**src/rtl/pal_field_padding_sequencer_pkg.sv**
```systemverilog
// Shared PAL timing constants and sequencer state encoding.
// LINE_LEN/HS_LEN and the line counts are reused by other PAL timing blocks.
package pal_field_padding_sequencer_pkg;

    // Horizontal timebase, in nVCLK counts
    localparam int LINE_LEN  = 229;
    localparam int HS_LEN    = 17;

    // Field structure, in lines
    localparam int PRE_LINES = 8;
    localparam int PAD_LINES = 25;
    localparam int MID_LINES = 254;
    localparam int MAX_LINES = 320;

    // Counter widths
    localparam int LCNT_W    = 9;
    localparam int SEG_W     = 9;

    typedef enum logic [2:0] {
        WAIT_FS = 3'd0,
        PRE     = 3'd1,
        PAD_TOP = 3'd2,
        RUN     = 3'd3,
        PAD_BOT = 3'd4
    } seq_state_t;

    // True for the two states in which the VDG clock is frozen
    function automatic logic state_is_pad(input seq_state_t s);
        return (s == PAD_TOP) || (s == PAD_BOT);
    endfunction

    // Value of the per-state line counter on the last line of that state
    function automatic logic [SEG_W-1:0] seg_last(input seq_state_t s);
        logic [SEG_W-1:0] v;
        case (s)
            PRE:     v = SEG_W'(PRE_LINES - 1);
            PAD_TOP: v = SEG_W'(PAD_LINES - 1);
            RUN:     v = SEG_W'(MID_LINES - 1);
            PAD_BOT: v = SEG_W'(PAD_LINES - 1);
            default: v = '1;
        endcase
        return v;
    endfunction

endpackage

```
**src/rtl/pal_field_padding_sequencer_line_timebase.sv**
```systemverilog
// Per-line timebase: free-running horizontal counter, registered line sync
// and the end-of-line strobe. Flops update on the falling edge of clk.
module pal_line_timebase #(
    parameter int LINE_LEN = 229,
    parameter int HS_LEN   = 17
) (
    input  logic clk,
    input  logic rst_n,
    output logic hs_n,
    output logic eol
);

    localparam int HW = $clog2(LINE_LEN);
    localparam logic [HW-1:0] H_LAST     = HW'(LINE_LEN - 1);
    localparam logic [HW-1:0] H_SYNC_END = HW'(HS_LEN);

    logic [HW-1:0] hcount;
    logic [HW-1:0] hcount_nx;

    // eol marks the last count of the line; the counter wraps on the next edge
    always_comb begin
        eol       = (hcount == H_LAST);
        hcount_nx = eol ? '0 : hcount + 1'b1;
    end

    // hs_n is derived from the next count so it stays aligned with hcount
    always_ff @(negedge clk or negedge rst_n) begin
        if (!rst_n) begin
            hcount <= '0;
            hs_n   <= 1'b0;
        end else begin
            hcount <= hcount_nx;
            hs_n   <= (hcount_nx >= H_SYNC_END);
        end
    end

endmodule

```
**src/rtl/pal_field_padding_sequencer.sv**
```systemverilog
// PAL Dragon line/field sequencer. Tracks VDG field sync and freezes the VDG
// clock for two blocks of whole padding lines per field, stretching the
// 262-line VDG field to the 312-line PAL field. All flops use the falling
// edge of nVCLK.
//
//   state   | meaning
//   --------+-----------------------------------------------------------
//   WAIT_FS | idle after a field (or from reset); waits for an nFS fall
//   PRE     | lines between the nFS fall and the top pad
//   PAD_TOP | top padding block, VDG clock held when Enable=1
//   RUN     | VDG clocked between the two pads
//   PAD_BOT | bottom padding block, VDG clock held when Enable=1
module pal_field_padding_sequencer
    import pal_field_padding_sequencer_pkg::*;
(
    input  logic       nVCLK,
    input  logic       nRESET,
    input  logic       nFS,
    input  logic       Enable,
    output logic       nHS,
    output logic       VdgClkEn,
    output logic       Pad,
    output logic       FieldStart,
    output logic       FsLost,
    output logic [8:0] LineNum
);

    localparam logic [LCNT_W-1:0] LCNT_MAX  = '1;
    localparam logic [LCNT_W-1:0] LOST_PREV = LCNT_W'(MAX_LINES - 1);

    logic              eol;
    logic              fs_meta;
    logic              fs_sync;
    logic              fs_prev;
    logic              fs_fall;
    logic [LCNT_W-1:0] lcnt;
    seq_state_t        state;
    seq_state_t        state_nx;
    logic [SEG_W-1:0]  seg;
    logic [SEG_W-1:0]  seg_nx;

    pal_line_timebase #(
        .LINE_LEN (LINE_LEN),
        .HS_LEN   (HS_LEN)
    ) u_timebase (
        .clk   (nVCLK),
        .rst_n (nRESET),
        .hs_n  (nHS),
        .eol   (eol)
    );

    // Two-flop synchroniser plus edge-detect flop; idle level of nFS is high
    always_ff @(negedge nVCLK or negedge nRESET) begin
        if (!nRESET) begin
            fs_meta <= 1'b1;
            fs_sync <= 1'b1;
            fs_prev <= 1'b1;
        end else begin
            fs_meta <= nFS;
            fs_sync <= fs_meta;
            fs_prev <= fs_sync;
        end
    end

    assign fs_fall = fs_prev & ~fs_sync;

    // Lines since the last accepted nFS fall; a fall beats a coincident eol
    always_ff @(negedge nVCLK or negedge nRESET) begin
        if (!nRESET) begin
            lcnt <= '0;
        end else if (fs_fall) begin
            lcnt <= '0;
        end else if (eol && (lcnt != LCNT_MAX)) begin
            lcnt <= lcnt + 1'b1;
        end
    end

    assign LineNum = lcnt;

    // Sticky loss-of-sync flag, set as lcnt steps onto MAX_LINES
    always_ff @(negedge nVCLK or negedge nRESET) begin
        if (!nRESET) begin
            FsLost <= 1'b0;
        end else if (fs_fall) begin
            FsLost <= 1'b0;
        end else if (eol && (lcnt == LOST_PREV)) begin
            FsLost <= 1'b1;
        end
    end

    // Next state: only an nFS fall or an eol can move the sequencer, so pads
    // always start and end on line boundaries unless a resync cuts one short
    always_comb begin
        state_nx = state;
        seg_nx   = seg;
        if (fs_fall) begin
            state_nx = PRE;
            seg_nx   = '0;
        end else if (eol && (state != WAIT_FS)) begin
            if (seg == seg_last(state)) begin
                seg_nx = '0;
                case (state)
                    PRE:     state_nx = PAD_TOP;
                    PAD_TOP: state_nx = RUN;
                    RUN:     state_nx = PAD_BOT;
                    default: state_nx = WAIT_FS;
                endcase
            end else begin
                seg_nx = seg + 1'b1;
            end
        end
    end

    // Sequencer registers and registered outputs
    always_ff @(negedge nVCLK or negedge nRESET) begin
        if (!nRESET) begin
            state      <= WAIT_FS;
            seg        <= '0;
            Pad        <= 1'b0;
            VdgClkEn   <= 1'b1;
            FieldStart <= 1'b0;
        end else begin
            state      <= state_nx;
            seg        <= seg_nx;
            Pad        <= state_is_pad(state_nx);
            VdgClkEn   <= ~state_is_pad(state_nx) | ~Enable;
            FieldStart <= fs_fall;
        end
    end

endmodule

```
**config.mk**
```make
export PLATFORM = sky130hd
export DESIGN_NAME = pal_field_padding_sequencer
export DESIGN_NICKNAME = d
export VERILOG_FILES = /design/src/rtl/pal_field_padding_sequencer_pkg.sv /design/src/rtl/pal_field_padding_sequencer_line_timebase.sv /design/src/rtl/pal_field_padding_sequencer.sv
export SDC_FILE = /design/constraint.sdc
export NUM_CORES = 1
export LEC_CHECK = 0
export ABC_CLOCK_PERIOD_IN_PS = 3400
export CAP_MARGIN = 15
export CORE_AREA = 4 4 80 82
export DETAILED_ROUTE_END_ITERATION = 16
export DIE_AREA = 0 0 84 86
export DONT_BUFFER_PORTS = 1
export HOLD_SLACK_MARGIN = 0.05
export PLACE_DENSITY = 0.5
export SYNTH_ARGS = -nofsm -noshare
export SYNTH_HDL_FRONTEND = slang
export SYNTH_HIERARCHICAL = 1
export SYNTH_SLANG_ARGS = --single-unit
export TNS_END_PERCENT = 50
```
**constraint.sdc**
```tcl
create_clock -name nVCLK -period 3.4 [get_ports nVCLK]
set_input_delay 0.68 -clock nVCLK [delete_from_list [all_inputs] [get_ports nVCLK]]
set_output_delay 0.68 -clock nVCLK [all_outputs]
set_load 0.005 [all_outputs]
```
==> results list <==
* Result of the run: finished clean
- Slew at the pin closest to its max-slew limit: 0.590 ns
* Worst supply voltage drop on vdd: 0.173 mV
- Synth Warn #: 6
- Summed over all cells, the static leakage comes to 0.950 nW.
* Critical path launch point type: register
- Area growth syn-to-layout: 4.78%
* Max-Cap Viols: 0
- The die is 84 um wide.
* DRC violation count after routing: 0
- Reg-to-reg endpoint: LineNum[7]$_DFFE_NN0P_
- CTS tree: done
- Of the synthesized area, sequential elements account for 42.3%.
- Summing all multi-input logic gate instances after layout gives 0.00112 mm^2.
- dfrtn_1 takes more of the synthesized area than any other cell.
* Deepest level of the CTS H-tree: 2
- The number of hold buffers added after CTS was 0.
- Setup repair after global routing missed its margin: false
- Worst skew pair latency: 0.34 ns
- Global routing consumed, over all layers together, 13.3% of the routing resources.
- Post-synth top flop: dfrtn_1
- Detailed placement ended at an HPWL of 3100 um.
- The min-delay analysis places its worst path in the category register to register.
* Critical Path AT: 2.55 ns
- Hold Path Stages: 0
- First-pass GRT wire length: 7810 um
* Inserted Clock Buffers: 5
- In this run the tool buffered the top-level ports with 0 buffer cells.
* Worst hold endpoint: fs_sync$_DFF_NN1_
* Worst setup skew after layout: 0.0511 ns
- Kind of capture point of the worst setup path: output pin
* Die Y: 86 um
- Final wirelength: 4530 um
- Vias in the first global route: 1589
- Counting the fill cells in the layout gives 592.
* Aggregate negative setup slack: 0 ns
- Clock tree synthesis selected as its root buffer the cell clkbuf_8.
* Post-synth ARST share: 100%
- Floorplan row count: 28
- In the final routed layout, each cell accounts on average for 14.8 um.
- The number of setup buffers added after CTS is 0.
- Counting along the longest clock path gives a buffer depth of 2.
* Count of pins over their slew limit: 0
- Synth top area share: 37.5%
- Final weighted congestion in routability-driven placement: 0.763
- Startpoint of the worst register-to-register path: u_timebase/hcount[0]$_DFF_NN0_
* Clock sink count: 37
- Number of top-level pins: 18
* Total congestion overflow after global routing: 0
- Number of nets with antenna violations after routing: 0
- Launch point of the critical path: VdgClkEn$_DFF_NN1_
- Resize count post-CTS: 0
- Count of mapped cells out of synthesis: 231
- Count of final setup violators: 0
* Max_slew headroom: 60.7%
- Origin of the worst min-delay path: fs_meta$_DFF_NN1_
* Yosys reg bits: 37
- Number of design-rule violations left by the first detailed-router iteration: 84
- Setup slack on the worst flop-to-flop path: 0.80 ns
* Overall via count from detail_route: 1689
- Post-CTS clock slew at the launch and capture registers of the worst setup and hold paths: 0.03 ns
- Die Footprint: 0.00722 mm^2
* Core area: 0.00575 mm^2
* Area taken by flip-flops and latches: 931 um^2
- Sorting the synthesized cells by area gives the leading types as dfrtn_1 (38%), dfstp_2 (4.8%), nand3_1 (4.3%).
* Worst r2r path cells: 11
- For the worst setup path, the data required time is 2.72 ns.
* Antenna diode count: 0
* Initial antenna violation count: 0
* Post-synth EDFFs: 0
- For this run, the post-layout net count is 239.
- Once the floorplan was initialized, standard cells occupied 38.3% of the core.
- Along the worst path, the maximum fanout reaches 1.
- The pre-antenna-repair detailed-routing pass consisted of 4 iterations.
- Synthesis produced a netlist with a net count of 240.
* Detailed-route vias per instance: 5.52
- Start-to-end type of the worst setup path: register to output pin
- Number of hold-slack violations in the final timing report: 0
- Hold slack: 0.351 ns
* Post-synthesis instance area: 0.00220 mm^2
* Power per cell area: 343 mW/mm^2
* Distinct cell type count after synthesis: 58
* Layout cells sized above 1: 10.8%
- Synthesized area per cell: 9.53 um^2
- Maximum number of pins on one net before global-route repair: 38
## layer usage
layer	vias to the layer above	track usage, %	share of wire, %
met1	816	17.2	48
met2	32	21.8	47
met4	0	4.39	1.1
met3	5	3.46	3.7
li1	836	-	-
met5	-	0	0
## synth_stat cells, drive strengths merged (2+ instances only)
cell	count
o22ai	2
a21oi	5
a211oi	2
nor3	5
nand3	19
nor4b	2
dfrtn	33
o211ai	4
xnor2	7
nand4b	2
nand2	13
mux2i	4
nor2	18
nor3b	4
ha	5
nand4	7
dfstp	4
nor4	4
buf	12
inv	9
a31oi	4
a41oi	2
and2	4
nor2b	2
xor2	4
nand2b	7
o21a	2
and3	8
o21ai	19
## worst reg2reg max path, stage by stage, from the launching register on
cell	delay (ns)
dfrtn_1	0.39
inv_1	0.08
ha_1	0.13
and4bb_1	0.24
nand2_1	0.09
nor2_1	0.45
nor2b_1	0.20
buf_4	0.17
nand4_1	0.22
nor3_1	0.26
xnor2_1	0.15
nor2_1	0.06
## final cells by class
| class | instances | area share (%) |
|---|---|---|
| multi-input combinational | 170 | 48.5 |
| clock buffer | 7 | 3.74 |
| sequential | 37 | 40.4 |
| tap | 75 | 4.07 |
| clock inverter | 5 | 0.868 |
| inverter | 9 | 1.47 |
| timing repair buffer | 3 | 0.977 |
## metrics by stage
stage	setup slack [ns]	total power, mW	instance area (um^2)	instances	util (%)
finish	0.171	0.792	2310	306	40.1
global route	0.136	0.836	2310	306	40.1
CTS	0.160	0.804	2310	306	40.1
detailed placement	0.515	0.473	2200	295	38.3
global placement	0.513	0.474	2200	295	38.3
floorplan	0.519	0.472	2200	231	-
## how the worst max path moves through the flow
stage,slack [ns],to,cells past startpoint
6_report,0.17,VdgClkEn,0
5_1_grt,0.14,VdgClkEn,0
4_1_cts,0.16,VdgClkEn,0
3_5_place_dp,0.51,VdgClkEn,0
3_3_place_gp,0.51,VdgClkEn,0
2_1_floorplan,0.52,VdgClkEn,0
## logic make-up after synthesis
kind of cell / count (synthesis) / share of synthesized area (%)
AOI/OAI and AO/OA: 50 / 16.3
buffers and inverters: 24 / 6.88
adders and majority gates: 5 / 2.84
muxes: 4 / 1.82
and+or+nand+nor: 100 / 25.5
xor gates and xnor gates: 11 / 4.38
DFF: 37 / 42.3
## where the power goes
group          switching [mW]  leakage (nW)  internal, mW
registers            0.000922         0.477         0.446
clock network           0.166        0.0695         0.170
logic                 0.00723         0.403       0.00192
## cells in the final DEF, fill, tap and decap left out, types with 6 or more instances in the layout
cell and n:
dfrtn_1 33, nand3_1 19, o21ai_0 18, nor2_1 18, nand2_1 12, inv_1 12
xnor2_1 7, nand4_1 7, nand2b_1 6, clkbuf_8 6
## sequential cells by signal, indices dropped and copies added (netlist names)
name and flops:
fs_meta 1, fs_prev 1, FieldStart 1, VdgClkEn 1, seg 9, u_timebase/hs_n 1, fs_sync 1, FsLost 1
Pad 1, LineNum 9, u_timebase/hcount 8, state 3
No activity file was read; power rests on OpenSTA's default activity.
